$ cat config.mk
export PLATFORM = sky130hd
export DESIGN_NAME = serial_adder_ctrl
export DESIGN_NICKNAME = d
export VERILOG_FILES = /design/src/rtl/serial_adder_ctrl.sv
export SDC_FILE = /design/constraint.sdc
export NUM_CORES = 1
export LEC_CHECK = 0
export ABC_CLOCK_PERIOD_IN_PS = 2000
export CAP_MARGIN = 20
export CORE_ASPECT_RATIO = 0.8
export CORE_MARGIN = 2
export CORE_UTILIZATION = 40
export DETAILED_ROUTE_END_ITERATION = 10
export PLACE_DENSITY = 0.66
export RECOVER_POWER = 25
export SYNTH_ARGS = -nofsm -noshare
export SYNTH_HDL_FRONTEND = slang
export SYNTH_SLANG_ARGS = --single-unit
$ cat constraint.sdc
create_clock -name serial_adder_clk -period 2 [get_ports serial_adder_clk]
set_clock_uncertainty 0.1 [all_clocks]
set_input_delay 0.2 -clock serial_adder_clk [delete_from_list [all_inputs] [get_ports serial_adder_clk]]
set_output_delay 0.2 -clock serial_adder_clk [all_outputs]
set_load 0.05 [all_outputs]
$ cat src/rtl/serial_adder_ctrl.sv
// Bit-serial adder with valid/ready handshakes: accepts A, B and carry-in, adds LSB first
// one bit per clock, and holds the registered sum/carry-out until the consumer takes it.
module serial_adder_ctrl #(
  parameter int unsigned WIDTH = 8
) (
  input  logic             serial_adder_clk,
  input  logic             serial_adder_rst,
  input  logic             serial_adder_start_valid,
  output logic             serial_adder_start_ready,
  input  logic [WIDTH-1:0] serial_adder_a,
  input  logic [WIDTH-1:0] serial_adder_b,
  input  logic             serial_adder_cin,
  output logic [WIDTH-1:0] serial_adder_sum,
  output logic             serial_adder_cout,
  output logic             serial_adder_out_valid,
  input  logic             serial_adder_out_ready,
  output logic             serial_adder_busy
);

  localparam int unsigned CNT_W = $clog2(WIDTH);

  localparam logic [1:0] IDLE = 2'd0;
  localparam logic [1:0] RUN  = 2'd1;
  localparam logic [1:0] DONE = 2'd2;

  logic [1:0]       state_q, state_d;
  logic [WIDTH-1:0] a_sh_q, a_sh_d;
  logic [WIDTH-1:0] b_sh_q, b_sh_d;
  logic [WIDTH-1:0] res_q, res_d;
  logic [CNT_W-1:0] cnt_q, cnt_d;
  logic             carry_q, carry_d;
  logic [WIDTH-1:0] sum_q, sum_d;
  logic             cout_q, cout_d;
  logic             start_ready_q, start_ready_d;
  logic             out_valid_q, out_valid_d;
  logic             busy_q, busy_d;

  // One full-adder bit built from two half-adder stages
  logic ha1_s_c, ha1_c_c, ha2_c_c, bit_s_c, carry_nxt_c;

  always_comb begin
    ha1_s_c     = a_sh_q[0] ^ b_sh_q[0];
    ha1_c_c     = a_sh_q[0] & b_sh_q[0];
    bit_s_c     = ha1_s_c ^ carry_q;
    ha2_c_c     = ha1_s_c & carry_q;
    carry_nxt_c = ha1_c_c | ha2_c_c;
  end

  // Next-state and datapath updates
  always_comb begin
    state_d = state_q;
    a_sh_d  = a_sh_q;
    b_sh_d  = b_sh_q;
    res_d   = res_q;
    cnt_d   = cnt_q;
    carry_d = carry_q;
    sum_d   = sum_q;
    cout_d  = cout_q;

    case (state_q)
      IDLE: begin
        if (serial_adder_start_valid && start_ready_q) begin
          a_sh_d  = serial_adder_a;
          b_sh_d  = serial_adder_b;
          carry_d = serial_adder_cin;
          cnt_d   = '0;
          res_d   = '0;
          state_d = RUN;
        end
      end
      RUN: begin
        a_sh_d  = {1'b0, a_sh_q[WIDTH-1:1]};
        b_sh_d  = {1'b0, b_sh_q[WIDTH-1:1]};
        res_d   = {bit_s_c, res_q[WIDTH-1:1]};
        carry_d = carry_nxt_c;
        cnt_d   = cnt_q + CNT_W'(1);
        if (cnt_q == CNT_W'(WIDTH - 1)) begin
          sum_d   = {bit_s_c, res_q[WIDTH-1:1]};
          cout_d  = carry_nxt_c;
          state_d = DONE;
        end
      end
      DONE: begin
        if (serial_adder_out_ready) begin
          state_d = IDLE;
        end
      end
      default: state_d = IDLE;
    endcase

    start_ready_d = (state_d == IDLE);
    out_valid_d   = (state_d == DONE);
    busy_d        = (state_d != IDLE);
  end

  always_ff @(posedge serial_adder_clk or posedge serial_adder_rst) begin
    if (serial_adder_rst) begin
      state_q       <= IDLE;
      a_sh_q        <= '0;
      b_sh_q        <= '0;
      res_q         <= '0;
      cnt_q         <= '0;
      carry_q       <= 1'b0;
      sum_q         <= '0;
      cout_q        <= 1'b0;
      start_ready_q <= 1'b1;
      out_valid_q   <= 1'b0;
      busy_q        <= 1'b0;
    end else begin
      state_q       <= state_d;
      a_sh_q        <= a_sh_d;
      b_sh_q        <= b_sh_d;
      res_q         <= res_d;
      cnt_q         <= cnt_d;
      carry_q       <= carry_d;
      sum_q         <= sum_d;
      cout_q        <= cout_d;
      start_ready_q <= start_ready_d;
      out_valid_q   <= out_valid_d;
      busy_q        <= busy_d;
    end
  end

  assign serial_adder_start_ready = start_ready_q;
  assign serial_adder_sum         = sum_q;
  assign serial_adder_cout        = cout_q;
  assign serial_adder_out_valid   = out_valid_q;
  assign serial_adder_busy        = busy_q;

endmodule

==> run metrics, run 1 <==
most common cell after layout, fill and taps aside dfrtp_1; DRT iter0 DRCs 65; Worst Path Required 1.70 ns; Async S/R FF share, synth 100%; sequential fraction of the synthesis area between 50% and 60%; Critical Path AT 1.46 ns; Pwr Total 3.81 mW; clk slew on worst S/H paths 0.08 ns; CTS tree built; Final min period 1.76 ns; final WL 3330 um; vias in the first global route roughly 1200; RSZ-0062 raised after global routing false; Synth Net Count 168; drc violations 0; Routed Antenna Nets 0; CP max-delay cell clkdlybuf4s50_1; status completed; Syn Area/Cell 12.2 sq um; Post-synth EDFFs 0; CP Max Fanout 2; Core Box Area 0.00420 sq mm; vias per inst slightly above 5; Syn-to-layout area delta 27.8%; crit-path cells clkdlybuf4s50_1; GPL Wtd Cong approximately 0.76; Clock Latency Late Sink 0.30 ns; Seq cells post-synth slightly above 40; TNS Setup 0 ns; power share of the sequential group 37.6%; post-synth cell types 27; port bufs 32; routed wl met3 175 um; VDD IR max 0.631 mV; Root Buffer clkbuf_8; TritonCTS Sinks 41; drt wl/cell around 14 um; H-tree depth 2; Highest Signal Layer met3; die area 0.00496 sq mm; Fill cells 378; Slew Viols, Final 0; internal power between 2 and 2.5 mW; DR pass1 iterations 4; met1 WL 1600 um; Worst Tran Pin Value around 1.0 ns; synth warn 0; met2 WL approximately 1600 um; total CTS buffers 5; Slew HR 33.6%; synthesized area around 0.0018 sq mm; first-pass GRT wire length just over 6000 um; Ports 33; Setup CP Type flop to output pin; clock share of power 18.1%; delay-heaviest family, CP buffers and inverters; Psw 1.48 mW; nets 204; Hold Path Class flop to flop; cts hold-fix bufs 0; Critical path buffers and inverters 1; Synth Flop Type dfrtp_1; initial core utilization 41.9%; fin crit share 87.8%; post-CTS sizing 0; Max-cap violations 0; startpoint types flop; FMAX 569 MHz; Ant. Diodes 0; CP Capture Type output pin; total gr overflow 0; Die Span Y approximately 63 um; combinational share of power about 44%; final setup vio count 0; largest net degree at the start of global routing 42; Fin. Hold Viols 0; vias post-DR 1199; most frequent cells in the layout 40 x dfrtp_1, 30 x clkdlybuf4s50_1, 21 x o21ai_0; antenna violations before repair 0; Sw Ratio approximately 39%; Die Span X 78.2 um; Power Dens Cells about 1700 mW/mm^2; Mapped Cells between 100 and 150; Leak Pwr between 1 and 1.5 nW; gr usage total 15.9%; Min Hold Slack around 0.39 ns; FP Rows 21; slowest stage delay, CP about 0.8 ns; Post-DP HPWL between 2000 and 2500 um; layout cells sized above 1 between 10% and 20%; Max clock buf depth 2; setup bufs post-CTS 0
[Yosys cell counts (all sizes together), types with 2 or more instances]
library cell / count / area, sq um
nand2b: 2 / 12.5
a21oi: 4 / 31.3
ha: 2 / 25.0
clkbuf: 3 / 12.5
buf: 8 / 63.8
a22o: 10 / 87.6
nand2: 4 / 15.0
mux2: 7 / 78.8
inv: 4 / 15.0
mux2i: 14 / 140
dfrtp: 40 / 1000
o21ai: 36 / 180
[layout make-up]
cell class	instances	area [sq um]	area share (%)
Timing Repair Buffer	40	375	16.7
Inverter	4	15.0	0.666
Multi-Input combinational cell	88	644	28.6
Sequential cell	41	1030	45.6
Tap cell	57	71.3	3.16
Clock inverter	2	37.5	1.67
Clock buffer	6	82.6	3.66
[registers in the layout, summed over array words and instances (netlist names), 2 cells and up]
register,flops
cnt_q,3
b_sh_q,8
res_q,7
a_sh_q,8
serial_adder_sum,8
state_q,2
[stage by stage]
step                      instance area, sq um  std cells  setup WS [ns]  utilization [%]
final                                     2250        238          0.244             53.6
after floorplan                           1760        144          0.318                -
after global placement                    2140        230          0.314             50.8
after detailed placement                  2140        230          0.281             50.8
after global routing                      2250        238          0.139             53.6
after CTS                                 2260        238          0.226             53.7
[worst paths after layout]
check                                  startpoint                end  slack (ns)  depth (start not counted)
worst min-delay path                     cnt_q[0]           cnt_q[0]        0.39                          1
max in group asynchronous        serial_adder_rst          a_sh_q[1]        0.63                          3
min in group asynchronous        serial_adder_rst  serial_adder_cout        0.55                          3
worst max-delay path            serial_adder_cout  serial_adder_cout        0.24                          1
worst min register to register           cnt_q[0]           cnt_q[0]        0.39                          1
worst max register to register         state_q[1]          a_sh_q[3]        0.31                          3
[cells by family (layout without fill, tap and decap cells)]
logic type / count (synthesis) / count (layout) / synth area share (%)
AOI/OAI and AO/OA: 52 / 52 / 17.9
buffers and inverters: 15 / 52 / 5.18
muxes: 21 / 21 / 12.4
and+or+nand+nor: 12 / 12 / 3.69
adders and majority gates: 3 / 3 / 2.55
DFF: 41 / 41 / 58.3
[layer usage]
metal,vias to the layer above,global-route usage [%]
li1,583,-
met1,582,23.0
met2,34,23.1
met3,0,5.73
met4,0,3.29
met5,-,0
[power by group through the flow]
stage	Clock, mW	Sequential [mW]	Combinational [mW]
2_1_floorplan	0	1.70	1.02
4_1_cts	0.705	1.43	1.71
3_5_place_dp	0	1.45	1.71
3_3_place_gp	0	1.43	1.66
5_1_grt	0.741	1.49	1.87
6_report	0.688	1.43	1.69
No activity file was read; power rests on OpenSTA's default activity.
==> run 2: changes to the inputs <==
- CORE_UTILIZATION: 40 -> 45
- PLACE_DENSITY: 0.66 -> 0.72
==> run metrics, run 2 (synthesized netlist as in run 1, its figures left out) <==
non-filler instance count after layout 234 (-1.7%); cts hold-fix bufs 0 (unchanged); register area 0.00103 sq mm (unchanged); Clock Latency Late Sink 0.29 ns (about the same); hold depth 2 (+1); first-pass GRT wire length 5800 um (-4.6%); final WL 3310 um (-0.63%); CP Depth 5 (+4); Critical path buffers and inverters 0 (-1); Routed Antenna Nets 0 (unchanged); clk slew on worst S/H paths 0.08 ns (about the same); total CTS buffers 5 (unchanged); vias post-DR 1226 (+2.3%); CTS tree built; vias per inst 5.24 (+4.0%); fin crit share 91.1% (+3.2 points); crit-path cells ha_1 -> ha_1 -> nand3b_1 -> o21ai_0 -> a21o_1; Ports 33 (unchanged); post-route cell area 0.00224 sq mm (-0.78%); port bufs 32 (unchanged); VDD IR max 0.889 mV (+41%); Critical Path AT 1.91 ns (+0.45 ns); nets 202 (-0.98%); slowest stage delay, CP 0.39 ns (-0.41 ns); multi-input combinational cell area 644 sq um (unchanged); Die Span X 74.0 um (-5.4%); gr usage total 17.8% (+2.0 points); HP Start serial_adder_cout; Fill cells 321 (-15%); DR pass1 iterations 4 (unchanged); Setup CP Type flop to flop; Power Dens Cells 1700 mW/mm^2 (+0.36%); worst r2r dst serial_adder_busy; Slew HR 34.9% (+1.3 points); total gr overflow 0 (unchanged); setup slack, reg-to-reg 0.18 ns (-0.13 ns); met1 WL 1500 um (-6.5%); die area 0.00444 sq mm (-11%); Slew Viols, Final 0 (unchanged); Post-DP HPWL 2290 um (-3.3%); Max clock buf depth 2 (unchanged); Highest Signal Layer met4; RSZ-0062 raised after global routing false; Root Buffer clkbuf_8; DRT iter0 DRCs 102 (+57%); drt wl/cell 14.2 um (+1.1%); final setup vio count 0 (unchanged); post-CTS sizing 0 (unchanged); antenna violations before repair 0 (unchanged); layout cells sized above 1 13.4% (-0.96 points); H-tree depth 2 (unchanged); TNS Setup 0 ns (unchanged); CP Max Fanout 10 (+8); Leak Pwr 0.995 nW (-0.92%); R2R Path Start cnt_q[0]; R2R depth 5 (+2); GPL Wtd Cong 0.791 (+3.4%); Max-cap violations 0 (unchanged); status completed; initial core utilization 46.7% (+4.7 points); CP max-delay cell dfrtp_1; most frequent cells in the layout 40 x dfrtp_1, 30 x clkdlybuf4s50_1, 21 x o21ai_0; routed wl met3 140 um (-20%); CP Capture Type flop; Worst Path Required 2.09 ns (+0.39 ns); Hold Path Class flop to flop; startpoint types flop; Core Box Area 0.00378 sq mm (-10%); met2 WL 1630 um (+4.7%); Fin. Hold Viols 0 (unchanged); Ant. Diodes 0 (unchanged); Syn-to-layout area delta 26.8%; FP Rows 20 (-4.8%); Die Span Y 60.0 um (-5.4%); DP Area 0.00212 sq mm (-0.82%); TritonCTS Sinks 41 (unchanged); Most common cell on crit path ha_1; drc violations 0 (unchanged); vias in the first global route 1257 (+1.6%); setup bufs post-CTS 0 (unchanged); Worst Tran Pin Value 0.977 ns (-0.0191 ns); placed insts 226 (-1.7%); delay-heaviest family, CP compound AO/OA/AOI/OAI gates; Hold Path End serial_adder_cout; FMAX 549 MHz (-3.6%); most common cell after layout, fill and taps aside dfrtp_1; Final min period 1.82 ns (+0.0650 ns); largest net degree at the start of global routing 42 (unchanged)
-- run 2: worst register-to-register path, stage by stage, from the launching register on --
cell and delay, ns:
dfrtp_1 0.39, ha_1 0.20, ha_1 0.20, nand3b_1 0.36, o21ai_0 0.26, a21o_1 0.21
-- run 2: cell type report --
class / instances / area share, %
timing repair buffer: 38 / 16.1
clock buffer: 6 / 3.69
inverter: 4 / 0.672
multi-input combinational: 88 / 28.8
tap: 55 / 3.08
sequential: 41 / 45.9
clock inverter: 2 / 1.68
-- run 2: stage by stage --
step           worst slack (ns)  utilization [%]  hold slack, ns  power, mW
6_report                  0.179             59.2           0.390       3.79
5_1_grt                  0.0312             59.2           0.403       4.07
4_1_cts                   0.158             59.2           0.245       3.85
3_5_place_dp              0.149             56.1           0.378       3.14
3_3_place_gp              0.227             56.1           0.357       3.06
2_1_floorplan             0.318                -           0.233       2.72
-- run 2: how the worst max path moves through the flow --
stage,slack [ns],endpoint,start
after detailed placement,0.15,serial_adder_busy,cnt_q[0]
after global placement,0.23,cnt_q[1],serial_adder_start_valid
after global routing,0.03,serial_adder_busy,cnt_q[0]
final,0.18,serial_adder_busy,cnt_q[0]
after floorplan,0.32,res_q[4],serial_adder_start_ready
after CTS,0.16,serial_adder_busy,cnt_q[0]
-- run 2: metal layers --
metal / up-vias / global-route usage [%]
li1: 580 / -
met1: 611 / 22.2
met5: - / 0
met4: 0 / 6.49
met2: 30 / 28.8
met3: 5 / 6.41
-- run 2: power breakdown --
group | internal, mW | switching (mW)
clock | 0.406 | 0.277
combinational | 0.706 | 0.970
sequential | 1.20 | 0.239
